`src/rtl/fetch_sequencer_if.sv`:
```
// Instruction-cache request/response port between the fetch sequencer and the I$.
interface fetch_sequencer_if #(
   parameter int unsigned VLEN = 39
) ();
   logic            req;
   logic [VLEN-1:0] vaddr;
   logic            ready;
   logic            kill;
   logic            rsp_valid;

   modport master (output req, output vaddr, output kill, input ready, input rsp_valid);
   modport slave  (input req, input vaddr, input kill, output ready, output rsp_valid);
endinterface

```
`src/rtl/fetch_sequencer.sv`:
```
// Fetch-PC owner: issues one I$ request at a time, applies redirects,
// replays responses the instruction queue cannot take, and counts stall cycles.
module fetch_sequencer #(
   parameter int unsigned VLEN        = 39,
   parameter int unsigned FETCH_WIDTH = 32
) (
   input  logic                    clk_i,
   input  logic                    rst_i,
   input  logic [VLEN-1:0]         boot_addr_i,
   input  logic                    flush_i,
   input  logic [VLEN-1:0]         flush_pc_i,
   input  logic                    mispredict_i,
   input  logic [VLEN-1:0]         mispredict_pc_i,
   input  logic                    bp_taken_i,
   input  logic [VLEN-1:0]         bp_target_i,
   input  logic                    queue_ready_i,
   fetch_sequencer_if.master       icache,
   output logic                    fetch_valid_o,
   output logic [VLEN-1:0]         fetch_addr_o,
   output logic                    replay_o,
   output logic                    spec_o,
   input  logic                    perf_clear_i,
   output logic [31:0]             stall_cnt_o
);
   localparam int unsigned FB  = FETCH_WIDTH / 8;
   localparam int unsigned OFF = $clog2(FB);

   typedef enum logic [1:0] {IDLE, REQ, WAIT} state_e;

   state_e          state_q, state_d;
   logic [VLEN-1:0] pc_q, pc_d;
   logic            spec_q, spec_d;
   logic [31:0]     stall_cnt_q;

   logic            redirect;
   logic [VLEN-1:0] redirect_pc;
   logic [VLEN-1:0] seq_pc;
   logic            req_c, kill_c, fetch_valid_c, replay_c, stall_inc_c;

   assign redirect    = flush_i | mispredict_i;
   assign redirect_pc = flush_i ? flush_pc_i : mispredict_pc_i;
   // Sequential PC always advances from the block-aligned base, wrapping at 2^VLEN.
   assign seq_pc      = {pc_q[VLEN-1:OFF], OFF'(0)} + VLEN'(FB);

   always_ff @(posedge clk_i) begin
      if (rst_i) begin
         state_q <= IDLE;
         pc_q    <= boot_addr_i;
         spec_q  <= 1'b0;
      end else begin
         state_q <= state_d;
         pc_q    <= pc_d;
         spec_q  <= spec_d;
      end
   end

   always_comb begin
      state_d       = state_q;
      pc_d          = pc_q;
      spec_d        = spec_q;
      req_c         = 1'b0;
      kill_c        = 1'b0;
      fetch_valid_c = 1'b0;
      replay_c      = 1'b0;
      stall_inc_c   = 1'b0;
      unique case (state_q)
         IDLE: begin
            if (redirect)           pc_d    = redirect_pc;
            else if (queue_ready_i) state_d = REQ;
         end
         REQ: begin
            req_c = !redirect;
            if (redirect)              pc_d        = redirect_pc;
            else if (icache.ready)     state_d     = WAIT;
            else                       stall_inc_c = 1'b1;
         end
         WAIT: begin
            if (redirect) begin
               // Killed request: any same-cycle response is dropped.
               kill_c  = 1'b1;
               pc_d    = redirect_pc;
               state_d = REQ;
            end else if (icache.rsp_valid && queue_ready_i) begin
               fetch_valid_c = 1'b1;
               pc_d          = bp_taken_i ? bp_target_i : seq_pc;
               if (bp_taken_i) spec_d = 1'b1;
               state_d       = REQ;
            end else if (icache.rsp_valid) begin
               replay_c = 1'b1;
               state_d  = IDLE;
            end else begin
               stall_inc_c = 1'b1;
            end
         end
         default: state_d = IDLE;
      endcase
      if (redirect) spec_d = 1'b0;
   end

   // Saturating stall counter; clear wins over increment.
   always_ff @(posedge clk_i) begin
      if (rst_i || perf_clear_i)                  stall_cnt_q <= '0;
      else if (stall_inc_c && stall_cnt_q != '1)  stall_cnt_q <= stall_cnt_q + 32'd1;
   end

   // Handshake strobes are held low while reset is applied.
   assign icache.req    = req_c & !rst_i;
   assign icache.kill   = kill_c & !rst_i;
   assign icache.vaddr  = pc_q;
   assign fetch_valid_o = fetch_valid_c & !rst_i;
   assign replay_o      = replay_c & !rst_i;
   assign fetch_addr_o  = pc_q;
   assign spec_o        = spec_q;
   assign stall_cnt_o   = stall_cnt_q;
endmodule

```
`src/flat_wrapper.sv`:
```
// flat-port wrapper written by rule: the top's interface ports become plain ports
module fetch_sequencer_flat 
#(
   parameter int unsigned VLEN        = 39,
   parameter int unsigned FETCH_WIDTH = 32
)
  (clk_i, rst_i, boot_addr_i, flush_i, flush_pc_i, mispredict_i, mispredict_pc_i, bp_taken_i, bp_target_i, queue_ready_i, fetch_valid_o, fetch_addr_o, replay_o, spec_o, perf_clear_i, stall_cnt_o, icache_req, icache_vaddr, icache_kill, icache_ready, icache_rsp_valid);
  fetch_sequencer_if #(.VLEN(VLEN)) icache_i ();
  input  logic clk_i;
  input  logic rst_i;
  input  logic [VLEN-1:0] boot_addr_i;
  input  logic flush_i;
  input  logic [VLEN-1:0] flush_pc_i;
  input  logic mispredict_i;
  input  logic [VLEN-1:0] mispredict_pc_i;
  input  logic bp_taken_i;
  input  logic [VLEN-1:0] bp_target_i;
  input  logic queue_ready_i;
  output logic fetch_valid_o;
  output logic [VLEN-1:0] fetch_addr_o;
  output logic replay_o;
  output logic spec_o;
  input  logic perf_clear_i;
  output logic [31:0] stall_cnt_o;
  output wire logic [$bits(icache_i.req)-1:0] icache_req;
  output wire logic [$bits(icache_i.vaddr)-1:0] icache_vaddr;
  output wire logic [$bits(icache_i.kill)-1:0] icache_kill;
  input wire logic [$bits(icache_i.ready)-1:0] icache_ready;
  input wire logic [$bits(icache_i.rsp_valid)-1:0] icache_rsp_valid;
  assign icache_req = icache_i.req;
  assign icache_vaddr = icache_i.vaddr;
  assign icache_kill = icache_i.kill;
  assign icache_i.ready = icache_ready;
  assign icache_i.rsp_valid = icache_rsp_valid;
  fetch_sequencer #(.VLEN(VLEN), .FETCH_WIDTH(FETCH_WIDTH)) u_core (.clk_i(clk_i), .rst_i(rst_i), .boot_addr_i(boot_addr_i), .flush_i(flush_i), .flush_pc_i(flush_pc_i), .mispredict_i(mispredict_i), .mispredict_pc_i(mispredict_pc_i), .bp_taken_i(bp_taken_i), .bp_target_i(bp_target_i), .queue_ready_i(queue_ready_i), .icache(icache_i), .fetch_valid_o(fetch_valid_o), .fetch_addr_o(fetch_addr_o), .replay_o(replay_o), .spec_o(spec_o), .perf_clear_i(perf_clear_i), .stall_cnt_o(stall_cnt_o));
endmodule
```
`config.mk`:
```
export PLATFORM = sky130hd
export DESIGN_NAME = fetch_sequencer_flat
export DESIGN_NICKNAME = d
export VERILOG_FILES = /design/src/rtl/fetch_sequencer_if.sv /design/src/rtl/fetch_sequencer.sv /design/src/flat_wrapper.sv
export SDC_FILE = /design/constraint.sdc
export NUM_CORES = 1
export LEC_CHECK = 0
export CORE_UTILIZATION = 38
export DETAILED_ROUTE_END_ITERATION = 10
export PLACE_DENSITY = 0.78
export SYNTH_ARGS = -nofsm -noshare
export SYNTH_HDL_FRONTEND = slang
export SYNTH_SLANG_ARGS = --single-unit
export TNS_END_PERCENT = 50
```
`constraint.sdc`:
```
create_clock -name clk_i -period 7.2 [get_ports clk_i]
set_input_delay 1.8 -clock clk_i [delete_from_list [all_inputs] [get_ports clk_i]]
set_output_delay 1.8 -clock clk_i [all_outputs]
set_load 0.01 [all_outputs]
```
==> results.txt <==
Run status - finished, final reports clean
Worst endpoint data arrival time - 3740 ps
Maximum clock frequency - 180 MHz
# Max-Cap Violations - 0
Remaining antenna violation count - 0
TritonCTS clock tree - built
Die Outline Area - 0.0160 mm²
Maximum net fanout on the critical path - 5
Async SR Flop Fraction - 0%
Clock insertion delay at the later pin of the skew report - 340 ps
Count of antenna diodes in the layout - 0
Leading cell types by total area after synthesis - sky130_fd_sc_hd__edfxtp_1, sky130_fd_sc_hd__dfxtp_1, sky130_fd_sc_hd__mux2i_1
Fillcell total - 1353
Origin of the worst min-delay path - u_core.stall_cnt_o[16]
Cell count after placement - 1083
Most area-hungry cell type in the Yosys netlist - sky130_fd_sc_hd__edfxtp_1
CTS Hold Bufs - 0
Number of instances in the synthesized netlist - 690
Largest net degree at the start of global routing - 72
Most common cell after layout, fill and taps aside - sky130_fd_sc_hd__clkdlybuf4s50_1
Static Leak - 3.02 nW
Count of flip-flops with a built-in enable after synthesis - 39
Wire length per cell after detailed routing - 18.6 µm
Number of input and output port buffers inserted - 279
Most frequent cells in the layout - sky130_fd_sc_hd__clkdlybuf4s50_1, sky130_fd_sc_hd__a21oi_1, sky130_fd_sc_hd__nand2_1
DRC - 0
Detailed-route vias per instance - 5.73
Clock-pin slew of the registers on the worst-case setup and hold paths - 70 ps
Via count of the first global-routing pass - 5753
Die width - 126 µm
Routability congestion estimate from global placement - 0.861
Layout Area Growth over Synthesis - 48.7%
Power Dens Cells - 187 mW/mm²
Routed vias - 6294
Number of warnings issued by yosys - 0
Detailed Routing Iterations Pass 1 - 5
Most common flop cell mapped by yosys - sky130_fd_sc_hd__edfxtp_1
Per-instance average area after synthesis - 8.54 µm²
Wire length of the first global-routing pass - 31.6 mm
Min Clock Period, post-route - 5540 ps
Syn Nets - 861
Number of buffers between clock root and the deepest sink - 2
Crit path from - mispredict_i
Setup Fix Bufs, Post-CTS - 0
Count of final hold-check violations - 0
Top Ports - 280
Total number of H-tree levels - 3
Area share of the largest cell type after synthesis - 19.9%
Final critical-path share of the clock period - 77.0%
Clock root buffer - sky130_fd_sc_hd__clkbuf_16
Fin Setup TNS - 0 ps
Kind of critical path - input port to output port
Number of rows in the core area - 45
Worst-Margin Slew - 1110 ps
Startpoint type of the worst setup path - input port
RSZ-0062 raised after global routing - no
Fraction of the yosys area taken by sequential cells - 31.8%
Total global-route track usage - 25.1%
Synthesized cell area - 0.00589 mm²
Clock Sink Count - 74
Clock tree skew after final layout - 11.1 ps
Number of max-slew violations in the final report - 0
Iter 0 DRT Violations - 499
Die Ht - 126 µm
Total clock buffers created by CTS - 9
Setup violations, final - 0
Slew Limit Headroom - 25.3%
Netlist cell types - 71
Aggregate global routing overflow - 0
Initial cell density of the core - 38.9%
Max rail drop VDD - 0.000105 V
Kind of path behind the tightest hold check - flip-flop to flip-flop
RR Startpoint - u_core.fetch_addr_o[10]
Count of cells resized by post-cts repair - 0
Fraction of layout instances using a drive strength above 1 - 6.37%
Category of the worst setup path capture point - output port
Synthesized flop and latch total - 74
Initial antenna violation count - 0
Routed WL - 20.5 mm
Floorplan core area - 0.0151 mm²
Data required time at the worst endpoint - 5400 ps
Placed wire-length estimate - 15.2 mm
Number of nets in the layout - 1077
Fin cells - 1099
[logic make-up after synthesis]
kind of cell               count (synthesis)  synth area share (%)
and+or+nand+nor                          252                  24.8
AOI/OAI and AO/OA                        180                  19.8
buffers and inverters                     97                  9.18
DFF                                       74                  31.8
muxes                                     45                  7.82
xor gates and xnor gates                  36                  5.35
adders and majority gates                  6                  1.27
[where the power goes]
part           internal (W)  leakage (nW)  switching, W
Clock              0.000235         0.137      0.000187
Combinational      0.000340          2.20      0.000250
Sequential         0.000522         0.685      0.000103
[flip-flops by register name, summed over array words and instances, names as in the netlist]
signal / cells
u_core.fetch_addr_o: 39
u_core.state_q: 2
u_core.spec_o: 1
u_core.stall_cnt_o: 32
[worst max-delay path, stage by stage]
cell                              delay, ps
sky130_fd_sc_hd__clkdlybuf4s50_1        540
sky130_fd_sc_hd__or3b_2                 530
sky130_fd_sc_hd__nor4b_1                280
sky130_fd_sc_hd__clkdlybuf4s50_1        590
[cell type report]
class | count | area (µm²) | area share, %
sequential | 74 | 1870 | 21.4
tap | 188 | 235 | 2.69
inverter | 16 | 60.1 | 0.686
multi-input combinational | 519 | 3490 | 39.9
timing repair buffer | 286 | 2830 | 32.3
clock inverter | 6 | 40.0 | 0.457
clock buffer | 10 | 229 | 2.61
[metrics by stage]
step / cell area [µm²] / hold slack, ps / util (%) / power [W] / setup slack, ps
final: 8760 / 521 / 57.8 / 0.00164 / 1660
after global placement: 8490 / 497 / 56.0 / 0.00122 / 1670
after global routing: 8760 / 544 / 57.8 / 0.00171 / 1590
after CTS: 8760 / 525 / 57.8 / 0.00165 / 1630
after floorplan: 5890 / 512 / - / 0.000927 / 153
after detailed placement: 8490 / 511 / 56.0 / 0.00122 / 1660
[cell usage after synthesis (9+ instances only)]
cell,n
sky130_fd_sc_hd__o21ai_0,32
sky130_fd_sc_hd__and4_1,10
sky130_fd_sc_hd__nand2_1,45
sky130_fd_sc_hd__dfxtp_1,35
sky130_fd_sc_hd__edfxtp_1,39
sky130_fd_sc_hd__nor4_1,10
sky130_fd_sc_hd__xnor2_1,20
sky130_fd_sc_hd__nand4_1,23
sky130_fd_sc_hd__nor2_1,39
sky130_fd_sc_hd__or3_1,9
sky130_fd_sc_hd__nand3_1,27
sky130_fd_sc_hd__a211oi_1,10
sky130_fd_sc_hd__nor3_1,19
sky130_fd_sc_hd__and3_1,10
sky130_fd_sc_hd__a21oi_1,63
sky130_fd_sc_hd__o211ai_1,9
sky130_fd_sc_hd__clkbuf_1,31
sky130_fd_sc_hd__mux2i_1,37
sky130_fd_sc_hd__inv_1,16
sky130_fd_sc_hd__xor2_1,16
sky130_fd_sc_hd__buf_4,39
sky130_fd_sc_hd__o31ai_1,13
sky130_fd_sc_hd__or4_1,13
sky130_fd_sc_hd__a221oi_1,10
[layer usage]
metal  GRT usage (%)  vias to the layer above  part of all wire, %
li1                -                     3026                    -
met1            32.7                     2997                   44
met2            41.4                      244                   48
met3            5.44                       27                  6.4
met4            7.73                        0                  1.9
met5               0                        -                    0
[path summary, 6_finish.rpt]
path	cells past startpoint	slack, ps	to
min reg2reg	2	520	u_core.stall_cnt_o[16]
max reg2reg	5	4320	u_core.fetch_addr_o[35]
min	2	520	u_core.stall_cnt_o[16]
max	4	1660	replay_o
Note: power is estimated with default switching activity, not from simulation.
